File: config.mk
export PLATFORM = sky130hd
export DESIGN_NAME = op_issue_ctrl
export DESIGN_NICKNAME = d
export VERILOG_FILES = /design/src/rtl/op_issue_ctrl_pkg.sv /design/src/rtl/op_issue_ctrl_sync_fifo.sv /design/src/rtl/op_issue_ctrl.sv
export SDC_FILE = /design/constraint.sdc
export NUM_CORES = 1
export LEC_CHECK = 0
export BUFFER_PORTS_ARGS = -buffer_cell sky130_fd_sc_hd__buf_4
export CORE_MARGIN = 5
export CORE_UTILIZATION = 50
export DETAILED_ROUTE_END_ITERATION = 12
export GPL_TIMING_DRIVEN = 0
export PLACE_DENSITY_LB_ADDON = 0.25
export SLEW_MARGIN = 20
export SYNTH_ARGS = -nofsm -noshare
export SYNTH_HDL_FRONTEND = slang
export SYNTH_SLANG_ARGS = --single-unit
File: constraint.sdc
create_clock -name i_clk -period 2.4 [get_ports i_clk]
set_input_delay 0.48 -clock i_clk [delete_from_list [all_inputs] [get_ports i_clk]]
set_output_delay 0.48 -clock i_clk [all_outputs]
set_load 0.01 [all_outputs]
File: src/rtl/op_issue_ctrl_pkg.sv
// Shared widths, FSM encoding and instruction record for the op issue stage.
// Imported by the issue controller and its buffer.
package op_issue_ctrl_pkg;

  localparam int OP_W  = 4;
  localparam int ARG_W = 4;
  localparam int TMR_W = 8;

  typedef enum logic {
    ST_IDLE = 1'b0,
    ST_EXEC = 1'b1
  } state_t;

  typedef struct packed {
    logic [OP_W-1:0]  op;
    logic [ARG_W-1:0] arg;
  } instr_t;

endpackage

File: src/rtl/op_issue_ctrl_sync_fifo.sv
// Synchronous FIFO with registered pointers/count and head-of-queue read data.
// Push is ignored when full and pop when empty; no pass-through from push to pop.
module sync_fifo #(
  parameter int WIDTH = 8,
  parameter int DEPTH = 4
) (
  input  logic                     i_clk,
  input  logic                     i_rst_n,
  input  logic                     i_push,
  input  logic [WIDTH-1:0]         i_push_dat,
  input  logic                     i_pop,
  output logic [WIDTH-1:0]         o_pop_dat,
  output logic                     o_full,
  output logic                     o_empty,
  output logic [$clog2(DEPTH):0]   o_count
);

  localparam int AW = $clog2(DEPTH);
  localparam int CW = AW + 1;

  logic [WIDTH-1:0] r_mem [DEPTH];
  logic [AW-1:0]    r_wr_ptr;
  logic [AW-1:0]    r_rd_ptr;
  logic [CW-1:0]    r_count;
  logic             w_push;
  logic             w_pop;

  assign o_full    = (r_count == CW'(DEPTH));
  assign o_empty   = (r_count == '0);
  assign o_count   = r_count;
  assign o_pop_dat = r_mem[r_rd_ptr];
  assign w_push    = i_push && !o_full;
  assign w_pop     = i_pop && !o_empty;

  // Power-of-two depth lets the pointers wrap by natural overflow.
  always_ff @(posedge i_clk or negedge i_rst_n) begin
    if (!i_rst_n) begin
      r_wr_ptr <= '0;
      r_rd_ptr <= '0;
      r_count  <= '0;
    end else begin
      if (w_push) r_wr_ptr <= r_wr_ptr + 1'b1;
      if (w_pop)  r_rd_ptr <= r_rd_ptr + 1'b1;
      case ({w_push, w_pop})
        2'b10:   r_count <= r_count + 1'b1;
        2'b01:   r_count <= r_count - 1'b1;
        default: r_count <= r_count;
      endcase
    end
  end

  always_ff @(posedge i_clk) begin
    if (w_push) r_mem[r_wr_ptr] <= i_push_dat;
  end

endmodule

File: src/rtl/op_issue_ctrl.sv
// Issue stage ahead of the 4-to-16 decoder: buffers op/arg pairs and holds one op
// in EXEC until exec_done or timeout; back-to-back issue on exec_done.
module op_issue_ctrl
  import op_issue_ctrl_pkg::*;
#(
  parameter int FIFO_DEPTH = 4,
  parameter int TIMEOUT    = 15
) (
  input  logic                         i_clk,
  input  logic                         i_rst_n,
  input  logic                         i_in_valid,
  input  logic [OP_W-1:0]              i_in_op,
  input  logic [ARG_W-1:0]             i_in_arg,
  output logic                         o_in_ready,
  output logic [OP_W-1:0]              o_dec_in,
  output logic                         o_dec_en,
  output logic [ARG_W-1:0]             o_arg_out,
  input  logic                         i_exec_done,
  output logic                         o_busy,
  output logic [$clog2(FIFO_DEPTH):0]  o_fifo_count,
  output logic                         o_timeout_err,
  input  logic                         i_clr_err
);

  localparam logic [TMR_W-1:0] TMO_LAST = TMR_W'(TIMEOUT - 1);

  state_t            r_state;
  state_t            w_state_nxt;
  logic [TMR_W-1:0]  r_timer;
  logic [TMR_W-1:0]  w_timer_nxt;
  logic [OP_W-1:0]   r_op;
  logic [ARG_W-1:0]  r_arg;
  logic              r_err;
  logic              w_err_set;
  logic              w_pop;
  logic              w_full;
  logic              w_empty;
  instr_t            w_push_dat;
  instr_t            w_head;

  assign w_push_dat = {i_in_op, i_in_arg};

  sync_fifo #(
    .WIDTH ($bits(instr_t)),
    .DEPTH (FIFO_DEPTH)
  ) u_fifo (
    .i_clk      (i_clk),
    .i_rst_n    (i_rst_n),
    .i_push     (i_in_valid),
    .i_push_dat (w_push_dat),
    .i_pop      (w_pop),
    .o_pop_dat  (w_head),
    .o_full     (w_full),
    .o_empty    (w_empty),
    .o_count    (o_fifo_count)
  );

  always_comb begin
    w_state_nxt = r_state;
    w_timer_nxt = r_timer;
    w_pop       = 1'b0;
    w_err_set   = 1'b0;
    case (r_state)
      ST_IDLE: begin
        if (!w_empty) begin
          w_pop       = 1'b1;
          w_state_nxt = ST_EXEC;
          w_timer_nxt = '0;
        end
      end
      ST_EXEC: begin
        // Completion outranks a timeout landing in the same cycle.
        if (i_exec_done) begin
          w_timer_nxt = '0;
          if (!w_empty) w_pop = 1'b1;
          else          w_state_nxt = ST_IDLE;
        end else if (r_timer == TMO_LAST) begin
          w_err_set   = 1'b1;
          w_state_nxt = ST_IDLE;
          w_timer_nxt = '0;
        end else begin
          w_timer_nxt = r_timer + 1'b1;
        end
      end
      default: w_state_nxt = ST_IDLE;
    endcase
  end

  always_ff @(posedge i_clk or negedge i_rst_n) begin
    if (!i_rst_n) begin
      r_state <= ST_IDLE;
      r_timer <= '0;
      r_op    <= '0;
      r_arg   <= '0;
      r_err   <= 1'b0;
    end else begin
      r_state <= w_state_nxt;
      r_timer <= w_timer_nxt;
      if (w_pop) begin
        r_op  <= w_head.op;
        r_arg <= w_head.arg;
      end
      if (w_err_set)      r_err <= 1'b1;
      else if (i_clr_err) r_err <= 1'b0;
    end
  end

  assign o_dec_en      = (r_state == ST_EXEC);
  assign o_dec_in      = r_op;
  assign o_arg_out     = r_arg;
  assign o_timeout_err = r_err;
  assign o_in_ready    = !w_full;
  assign o_busy        = (r_state == ST_EXEC) || !w_empty;

endmodule

==> reports/qor.yml <==
grt_use_total_pct: 14.9
hpwl_um: 2890
first_pass_iters: 4
area_delta_synth_final_pct: 20.6
worstMarginPinSlew_ns: 0.539
cts_setup_buffers: 0
p_per_area_mw_per_mm2: 1210
yosys-top-cells-count: "32 x edfxtp_1, 25 x dfrtp_1, 11 x inv_1"
synth_area_leaders: "edfxtp_1 40%, dfrtp_1 26%, mux4_2 7.4%, mux2_2 4.2%, ha_1 3.6%"
synth_top_area_cell: "edfxtp_1"
yosys_warnings: 0
diodes: 0
power_mw: 3.53
synth_seq_area_share_pct: 65.3
power_leakage_nw: 1.19
cts_tree: "built"
worstSetupStartpointType: "register"
worstPathBufferInverterCount: 2
drt-initial-drc-count: 53
drive_gt1_share_pct: 35.6
synth_edf_count: 32
wl_um: 4100
drcViolationCount: 0
drv_cap: 0
vias_per_cell: 5.20
cp-end-kind: "register"
synth_nets: 172
path_clk_slew_ns: 0.07
grt_pass1_wl_um: 6960
min_period_over_period_pct: 92.4
avgSynthCellArea_um2: 16.1
critPathKind: "reg2reg"
finalHoldViolations: 0
core_area_mm2: 0.00472
skew_ns: 0.00799
ys_seq_elements: 57
slew_headroom_pct: 64.1
gp_congestion: 0.807
die_h_um: 79.7
path_max_fanout: 10
critPathTopFamily: "adder cells"
outcome: "finished clean"
crit_path_frequent_cell: "xor2_1"
postSynthCellCount: 151
fp.dieW_um: 79.7
port_buffers: 27
fin_hold_ws_ns: 0.0451
cts_resized: 0
rows: 25
antenna_found_initial: 0
cts_root_buf: "clkbuf_8"
setup_viol: 0
antenna_left: 0
crit_chain: "nand2b_1 -> o31a_1 -> clkbuf_4 -> ha_1 -> inv_1 -> fa_1 -> xor2_1 -> nor2_1 -> xor2_1"
maxSlewViolCount: 0
overflow: 0
worst_slack_ns: 0.182
routedWlPerCell_um: 15.7
ys.flop_type: "edfxtp_1"
ir_worst_vdd_mv: 0.743
grt_max_degree: 26
clockBufferDepth: 2
synth_top_cell_area_share_pct: 39.5
hold_class: "in2async"
htree_levels: 3
clk_latency_ns: 0.33
synth.distinct_cells: 36
numCtsBuffers: 9
fin_crit_ns: 2.22
die-area_mm2: 0.00636
pin_count: 28
holdBufCountCts: 0
initial_core_util_pct: 51.5
rsz0062_at_grt: "no"
fmax_ghz: 0.451
cts_sinks: 57
cp_slowest_cell: "dfrtp_1"
fin_nets: 210
arrival_ns: 2.47
cp.required_ns: 2.65
ys_async_sr_fraction_pct: 43.9
max_stage_delay_ns: 0.41
synth.most_common_cell: "edfxtp_1"
syn-cell-area_mm2: 0.00243
dp_slack_ns: -0.0531
route.vias.total: 1357
grt_pass1_vias: 1500
## flip-flops by register name (all words and copies together) (netlist names)
name,cells
u_fifo.r_mem,32
r_timer,8
o_arg_out,4
o_dec_in,4
u_fifo.o_count,3
u_fifo.r_rd_ptr,2
u_fifo.r_wr_ptr,2
o_dec_en,1
o_timeout_err,1
## path summary, 6_finish.rpt
kind,from,end,slack [ns],cells past startpoint
min,i_rst_n,o_arg_out[3],0.05,1
max,o_dec_en,u_fifo.o_count[2],0.18,9
min reg2reg,o_arg_out[2],o_arg_out[2],0.51,1
min in group i_clk,i_in_arg[3],u_fifo.r_mem[2][3],0.34,1
max in group asynchronous,i_rst_n,r_timer[6],2.10,1
max reg2reg,o_dec_en,u_fifo.o_count[2],0.18,9
## where the power goes
part / internal (mW) / total, mW / switching [mW] / leakage (nW)
Combinational: 0.583 / 1.11 / 0.523 / 0.474
Clock: 0.580 / 0.951 / 0.371 / 0.110
Sequential: 1.32 / 1.48 / 0.158 / 0.602
Total: 2.48 / 3.53 / 1.05 / 1.19
## through the flow
stage	setup TNS (ns)	std cells	util (%)	area, um^2
2_1_floorplan	0	151	-	2430
3_3_place_gp	0	245	57.5	2720
3_5_place_dp	-0.0531	245	57.5	2720
4_1_cts	0	261	62.0	2930
5_1_grt	0	261	62.1	2930
6_report	0	261	62.1	2930
## per-layer routing
layer  vias up  share of wire [%]  GRT usage [%]
met1       682                 42           17.6
met2        27                 52           24.8
met5         -                  0              0
met4         0                1.4           5.91
li1        640                  -              -
met3         8                4.5           5.53
## cells by family (layout without fill, tap and decap cells)
kind of cell	count (synthesis)	count (layout)	synth area share (%)
and+or+nand+nor	28	28	7.67
DFF	57	57	65.3
xor gates and xnor gates	6	6	2.16
muxes	19	19	12.4
adders and majority gates	8	8	4.43
buffers and inverters	15	58	2.83
AOI/OAI and AO/OA	18	18	5.25
## cell usage in the layout, fill, tap and decap left out, types with 3 or more instances in the layout
cell type	netlist	final
dfrtp_1	25	25
xor2_1	3	3
nor2_1	3	3
a31oi_1	3	3
buf_4	1	28
nand2_1	6	6
clkbuf_8	0	9
edfxtp_1	32	32
nand2b_1	3	3
mux2_2	9	9
xnor2_1	3	3
and3_1	5	5
o21ai_0	4	4
a21oi_1	3	3
mux4_2	8	8
ha_1	7	7
inv_1	11	11
clkinv_2	0	3
## layout make-up
cell class	count	area [um^2]
buffer	4	30.0
timing repair buffer	27	203
fill	361	1790
clock buffer	10	128
sequential	57	1590
clock inverter	6	83.8
inverter	11	41.3
tap	67	83.8
multi-input combinational	79	776
Note: power is estimated with default switching activity, not from simulation.
